**src/rtl/fetch_pkg.sv**
```systemverilog
// fetch_pkg: shared defaults and entry type for the instruction fetch queue
package fetch_pkg;
    localparam int FETCH_L = 10;
    localparam int FETCH_W = 9;
    localparam int FETCH_DEPTH = 4;
    typedef struct packed {
        logic [FETCH_L-1:0] pc;
        logic [FETCH_W-1:0] inst;
    } fetch_entry_t;
endpackage

```
**src/rtl/fetchq_mem.sv**
```systemverilog
// fetchq_mem: DEPTH-entry register array, one write port, asynchronous read
module fetchq_mem
    import fetch_pkg::*;
#(
    parameter int DEPTH = FETCH_DEPTH,
    localparam int AW = $clog2(DEPTH)
) (
    input  logic         Clk,
    input  logic         we,
    input  logic [AW-1:0] waddr,
    input  fetch_entry_t wdata,
    input  logic [AW-1:0] raddr,
    output fetch_entry_t rdata
);
    fetch_entry_t mem [DEPTH];
    always_ff @(posedge Clk)
        if (we) mem[waddr] <= wdata;
    assign rdata = mem[raddr];
endmodule

```
**src/rtl/inst_fetch_q.sv**
```systemverilog
// inst_fetch_q: instruction/PC queue between ROM and decode.
// FETCHQ_BYPASS_EN forwards PcIn/InstIn combinationally when the queue is empty.
module inst_fetch_q
    import fetch_pkg::*;
#(
    parameter int L = FETCH_L,
    parameter int W = FETCH_W,
    parameter int DEPTH = FETCH_DEPTH,
    localparam int AW = $clog2(DEPTH),
    localparam int CW = AW + 1
) (
    input  logic         Clk,
    input  logic         Reset,
    input  logic         Start,
    input  logic         Flush,
    input  logic [L-1:0] PcIn,
    input  logic [W-1:0] InstIn,
    input  logic         DecReady,
    output logic [W-1:0] InstOut,
    output logic [L-1:0] PcOut,
    output logic         InstValid,
    output logic         Hold,
    output logic [CW-1:0] Count
);
    logic [AW-1:0] head, tail;
    logic [CW-1:0] count_q;
    logic push_ok, pop, byp, we, adv_head;
    fetch_entry_t rd;

    assign Count = count_q;
    assign Hold = count_q == CW'(DEPTH);
    assign push_ok = !Reset && !Flush && !Start && !Hold;
`ifdef FETCHQ_BYPASS_EN
    assign byp = count_q == '0 && push_ok;
    assign InstValid = count_q != '0 || byp;
    assign InstOut = byp ? InstIn : InstValid ? rd.inst : '0;
    assign PcOut = byp ? PcIn : InstValid ? rd.pc : '0;
`else
    assign byp = 1'b0;
    assign InstValid = count_q != '0;
    assign InstOut = InstValid ? rd.inst : '0;
    assign PcOut = InstValid ? rd.pc : '0;
`endif
    assign pop = InstValid && DecReady && !Flush;
    // a bypassed entry consumed in the same cycle never touches storage
    assign we = push_ok && !(byp && pop);
    assign adv_head = pop && !byp;

    always_ff @(posedge Clk)
        if (Reset || Flush) begin
            head <= '0;
            tail <= '0;
            count_q <= '0;
        end else begin
            if (we) tail <= tail + 1'b1;
            if (adv_head) head <= head + 1'b1;
            count_q <= count_q + CW'(we) - CW'(adv_head);
        end

    fetchq_mem #(.DEPTH(DEPTH)) u_mem (
        .Clk  (Clk),
        .we   (we),
        .waddr(tail),
        .wdata('{pc: PcIn, inst: InstIn}),
        .raddr(head),
        .rdata(rd)
    );
endmodule

```
**config.mk**
```make
export PLATFORM = sky130hd
export DESIGN_NAME = inst_fetch_q
export DESIGN_NICKNAME = d
export VERILOG_FILES = /design/src/rtl/fetch_pkg.sv /design/src/rtl/fetchq_mem.sv /design/src/rtl/inst_fetch_q.sv
export SDC_FILE = /design/constraint.sdc
export NUM_CORES = 1
export LEC_CHECK = 0
export CORE_MARGIN = 2
export CORE_UTILIZATION = 48
export DETAILED_ROUTE_END_ITERATION = 6
export HOLD_SLACK_MARGIN = 0.03
export PLACE_DENSITY = 0.81
export SLEW_MARGIN = 10
export SYNTH_ARGS = -nofsm -noshare
export SYNTH_HDL_FRONTEND = slang
export SYNTH_SLANG_ARGS = --single-unit
```
**constraint.sdc**
```tcl
create_clock -name Clk -period 2.6 [get_ports Clk]
set_clock_uncertainty 0.2 [all_clocks]
set_input_delay 0.26 -clock Clk [delete_from_list [all_inputs] [get_ports Clk]]
set_output_delay 0.26 -clock Clk [all_outputs]
set_load 0.05 [all_outputs]
```
# After elaboration in Yosys (flattened, before gate mapping)
# Memories as Yosys holds them, arrays and structs flattened. A register that Yosys moved wholly into a read port is not among the register bits.
# Index checks and enable logic that the tools add are counted.
# word_totals
n_memories	1
ram_bits	76
ff_bits	7
# op_classes
n_reduce_logical	11
eq_ne	1
add_sub_neg	4
muxes	6
# memory_table
name	words	width	rd	rd_ports_with_merged_regs	write_ports	line_no	rtl
u_mem.mem	4	19	1	1	1	fetchq_mem.sv:15	fetch_entry_t mem [DEPTH];
# ops
operator	n
$mux W10	1
$mux W9	1
$logic_and A1 B1 Y1	5
$add A2 B1 Y2 const B	2
$logic_not A1 Y1	4
$mux W2	2
$add A3 B1 Y3	1
$eq A3 B3 Y1 const B	1
$reduce_bool A3 Y1	1
$sub A3 B1 Y3	1
$mux W1	2
$logic_or A1 B1 Y1	1

# Longest topological paths before layout
# depth
ltp_word	6
mapped_depth	12
depth_no_buf	11

# Modules after synthesis
# A second synthesis with hierarchy kept.
# unflattened
hier_cells	165
area_unflattened_um2	3309.4
# by_module_without_submodules
module	seq_area_each_um2	area_per_inst_um2	cells_per_inst	n_inst
fetchq_mem	2282.2	2816.5	103	1
inst_fetch_q	140.1	493.0	62	1

# Worst setup path after synthesis
# Ideal clock, no wire load.
# synth_timing
path_type	reg-to-reg
startpoint	register count_q[2], in the netlist Count[2]
endpoint	register count_q[2], in the netlist Count[2]
arrival_time_ns	3.593
path_buffers	0
stages_incl_launch_ff	12
setup_slack_ns	-1.271
path_cell_list	dfxtp_1 nor3b_1 nor3_2 inv_1 ha_1 inv_1 ha_1 inv_1 fa_1 xor2_1 and2_1 nor3_1
# synth_via
elab_chain_cells	5
# synth_lines
element	line_no	rtl
start: declaration	inst_fetch_q.sv:26	logic [CW-1:0] count_q;
start signal: assignment	inst_fetch_q.sv:57	count_q <= count_q + CW'(we) - CW'(adv_head);
$eq A3 B3 Y1	inst_fetch_q.sv:31	assign Hold = count_q == CW'(DEPTH);
net Hold	inst_fetch_q.sv:22	output logic Hold,
$logic_not A1 Y1	inst_fetch_q.sv:32	assign push_ok = !Reset && !Flush && !Start && !Hold;
$logic_and A1 B1 Y1	inst_fetch_q.sv:32	
$add A3 B1 Y3	inst_fetch_q.sv:57	
$sub A3 B1 Y3	inst_fetch_q.sv:57	
# The timed path passes the listed nets, and every way through them passes these cells.
# A chain may end at the register's enable or synchronous reset.

# Worst setup path in the final report
# layout_timing
startpoint	input port Flush
endpoint	register count_q[2], in the netlist Count[2]
# layout_via
elab_chain_cells	6
# layout_lines
element	line_no	rtl
start: declaration	inst_fetch_q.sv:15	input logic Flush,
$logic_not A1 Y1	inst_fetch_q.sv:32, inst_fetch_q.sv:44	
$logic_and A1 B1 Y1 (3 in series)	inst_fetch_q.sv:32	
$add A3 B1 Y3	inst_fetch_q.sv:57	
$sub A3 B1 Y3	inst_fetch_q.sv:57	
# Parallel ways exist; a longest one is shown, timed or not.

==> flow_summary_export.csv <==
group,metric,value,unit
place,place_ws,-0.163,ns
die,die-area,7650,um2
grt,grt_pass1_wl,8560,um
grt,grt_max_degree,23,
layout,postLayoutCellArea,4200,um2
die,start_util,0.495,
power,vdd.ir_drop.worst,312,uV
layout,syn_to_final_growth,25.7,%
synthesis,synth-seq-cells,85,
die,rows,30,
synthesis,synth_warnings,0,
power,totalPowerFinal,2.63,mW
setup_path,reg2reg_from,"Count[1]",
clocking,cts_hold_buf,0,
timing,rsz0062_at_grt,"false",
synthesis,syn_avg_cell_area,19.3,um2
layout,fin_util,0.622,
synthesis,synth_top_family_by_area,"multiplexers",
die,dieHeight,87.5,um
synthesis,synth_common_cells,"edfxtp_1 (76), mux4_2 (19), nor2b_1 (19)",
timing,timing.final.max_slew_violations,0,
place,placed_cells,303,
min_path,hold_path_depth,2,
layout,fillers,500,
grt,antenna_found_initial,0,
clocking,cts_tree,"done",
timing,max_freq,418,MHz
setup_path,required,2.65,ns
setup_path,setup.worst_path.class,"primary input to register",
synthesis,synth_top_cells_by_area,"edfxtp_1 (68%), mux4_2 (13%), dfxtp_1 (5.4%)",
routing,postRouteWirelength,5430,um
synthesis,synth_cell_types,23,
layout,drive_gt1_frac,0.297,
setup_path,crit_path_start_kind,"primary input",
setup_path,timing.rr.end,"Count[2]",
synthesis,synth_xor_area_frac,0.00524,
layout,fin_cells,319,
power,p_leak,1.42,nW
clocking,htreeDepth,3,
place,place_area,3990,um2
grt,grt_pass1_vias,1725,
die,die_x,87.5,um
place,gp_congestion,0.701,
synthesis,synth_compound_area_frac,0.00823,
routing,vias,1660,
synthesis,syn_inst,173,
timing,setup_tns,0,ns
clocking,cts_buffers,9,
setup_path,critPathArrivalTime,2.45,ns
timing,holdWs,0.300,ns
synthesis,synthAdderAreaFrac,0.0284,
min_path,min_from,"tail[1]",
clocking,postCtsResizedCells,0,
place,dp_hpwl,3600,um
min_path,hold_end,"tail[1]",
grt,track_usage,0.155,
synthesis,netlist_area,3340,um2
setup_path,ff2ff_path_depth,10,
place,place.port_buffers,47,
routing,ant_nets,0,
min_path,hold_path.class,"register to register",
status,status,"finished, final reports clean",
timing,relSlewSlack,0.668,
synthesis,ys.flop_type,"edfxtp_1",
routing,drt_iter0_markers,74,
power,power_density,626,nW/um2
layout,num_antenna_cells,0,
run,drv_cap,0,
routing,drcViolationCount,0,
timing,fin_crit,2.39,ns
grt,overflow,0,
timing,finalSetupViolCount,0,
synthesis,yosys.area_share.simple,0.0696,
setup_path,cp_max_fo,2,
synthesis,synth-edff-count,76,
synthesis,synth_top_area_frac,0.683,
routing,routedWlPerCell,17.0,um
timing,worst_pin_slew,0.497,ns
routing,drt_first_pass_iters,4,
synthesis,synthMuxAreaShare,0.131,
clocking,cts_sinks,85,
clocking,postCtsSetupRepairBufs,0,
clocking,clockBufferDepth,2,
timing,fin_ws,0.209,ns
die,core,6760,um2
setup_path,reg2reg_slack,0.24,ns
layout,nets,265,
timing,hold_viol,0,
die,io-pin-count,48,
synthesis,yosys.area.top_type,"edfxtp_1",
routing,vias_per_cell,5.20,
clocking,clkLatencyLatePin,0.34,ns
timing,timing.final.crit_share,0.920,
synthesis,synth_most_common_cell,"edfxtp_1",
clocking,path_clk_slew,0.08,ns
clocking,cts-root-buf,"clkbuf_8",
setup_path,endpoint_kind,"register",
synthesis,ys_seq_area_frac,0.737,
synthesis,async_flop_share,0,
synthesis,syn_nets,204,
[kinds of logic after synthesis]
kind of cell	count (synthesis)
flops	85
simple gates	40
xor+xnor	2
fa+ha+maj	7
mux	20
compound gates	5
buf+inv	14
[registers in the layout (all words and copies together), names as in the netlist, named ones only]
signal     count
tail           2
u_mem.mem     76
Count          3
head           2
[final cells by class]
class                      count  area [um2]  area share
sequential                    85        2470       0.587
tap                           80         100      0.0238
multi-input combinational     74         836       0.199
inverter                       7        26.3     0.00625
clock inverter                 6        86.3      0.0205
clock buffer                  10         128      0.0304
timing repair buffer          57         558       0.133
[how the worst max path moves through the flow]
stage                         from  depth (start not counted)          to  slack (ns)
after floorplan           Count[2]                         11    Count[2]       -0.09
after global placement       Flush                         12    Count[2]       -0.08
after detailed placement     Flush                         12    Count[2]       -0.16
after CTS                 register                          4  InstOut[1]        0.17
after global routing      Count[1]                         10    Count[2]        0.08
final                        Flush                         12    Count[2]        0.21
[placed cells by master, fill, tap and decap left out, types with 2 or more instances in the layout]
master and count:
a21oi_1 2, and2_1 6, buf_12 5, buf_4 25, bufinv_16 2, clkbuf_8 9
clkdlybuf4s50_1 27, dfxtp_1 6, dfxtp_2 2, edfxtp_1 76, ha_1 6, inv_1 7
mux4_2 19, nand2_1 2, nor2_1 6, nor2b_1 19, o21ai_0 2, or3_1 2
xor2_1 2
[per-layer routing]
layer  track usage  up-vias  wire, um
met5             0        -         0
met4        0.0629        0        91
met3        0.0512        8       252
met2         0.269       39      2950
met1         0.177      824      2130
li1              -      789         -
[critical path, stage by stage]
cell	delay [ns]
clkdlybuf4s50_1	0.41
or2_2	0.33
nor3_4	0.13
inv_1	0.06
ha_1	0.28
inv_1	0.05
ha_1	0.12
inv_1	0.05
fa_2	0.33
xor2_1	0.15
and2_1	0.14
nor3_1	0.13
[power breakdown]
part	internal (mW)	leakage, nW	switching, mW	total (mW)
clock	0.541	0.108	0.435	0.977
sequential	1.50	0.761	0.00593	1.50
combinational	0.0709	0.547	0.0788	0.150
total	2.11	1.42	0.520	2.63
Power figures use the tool's default switching activity.
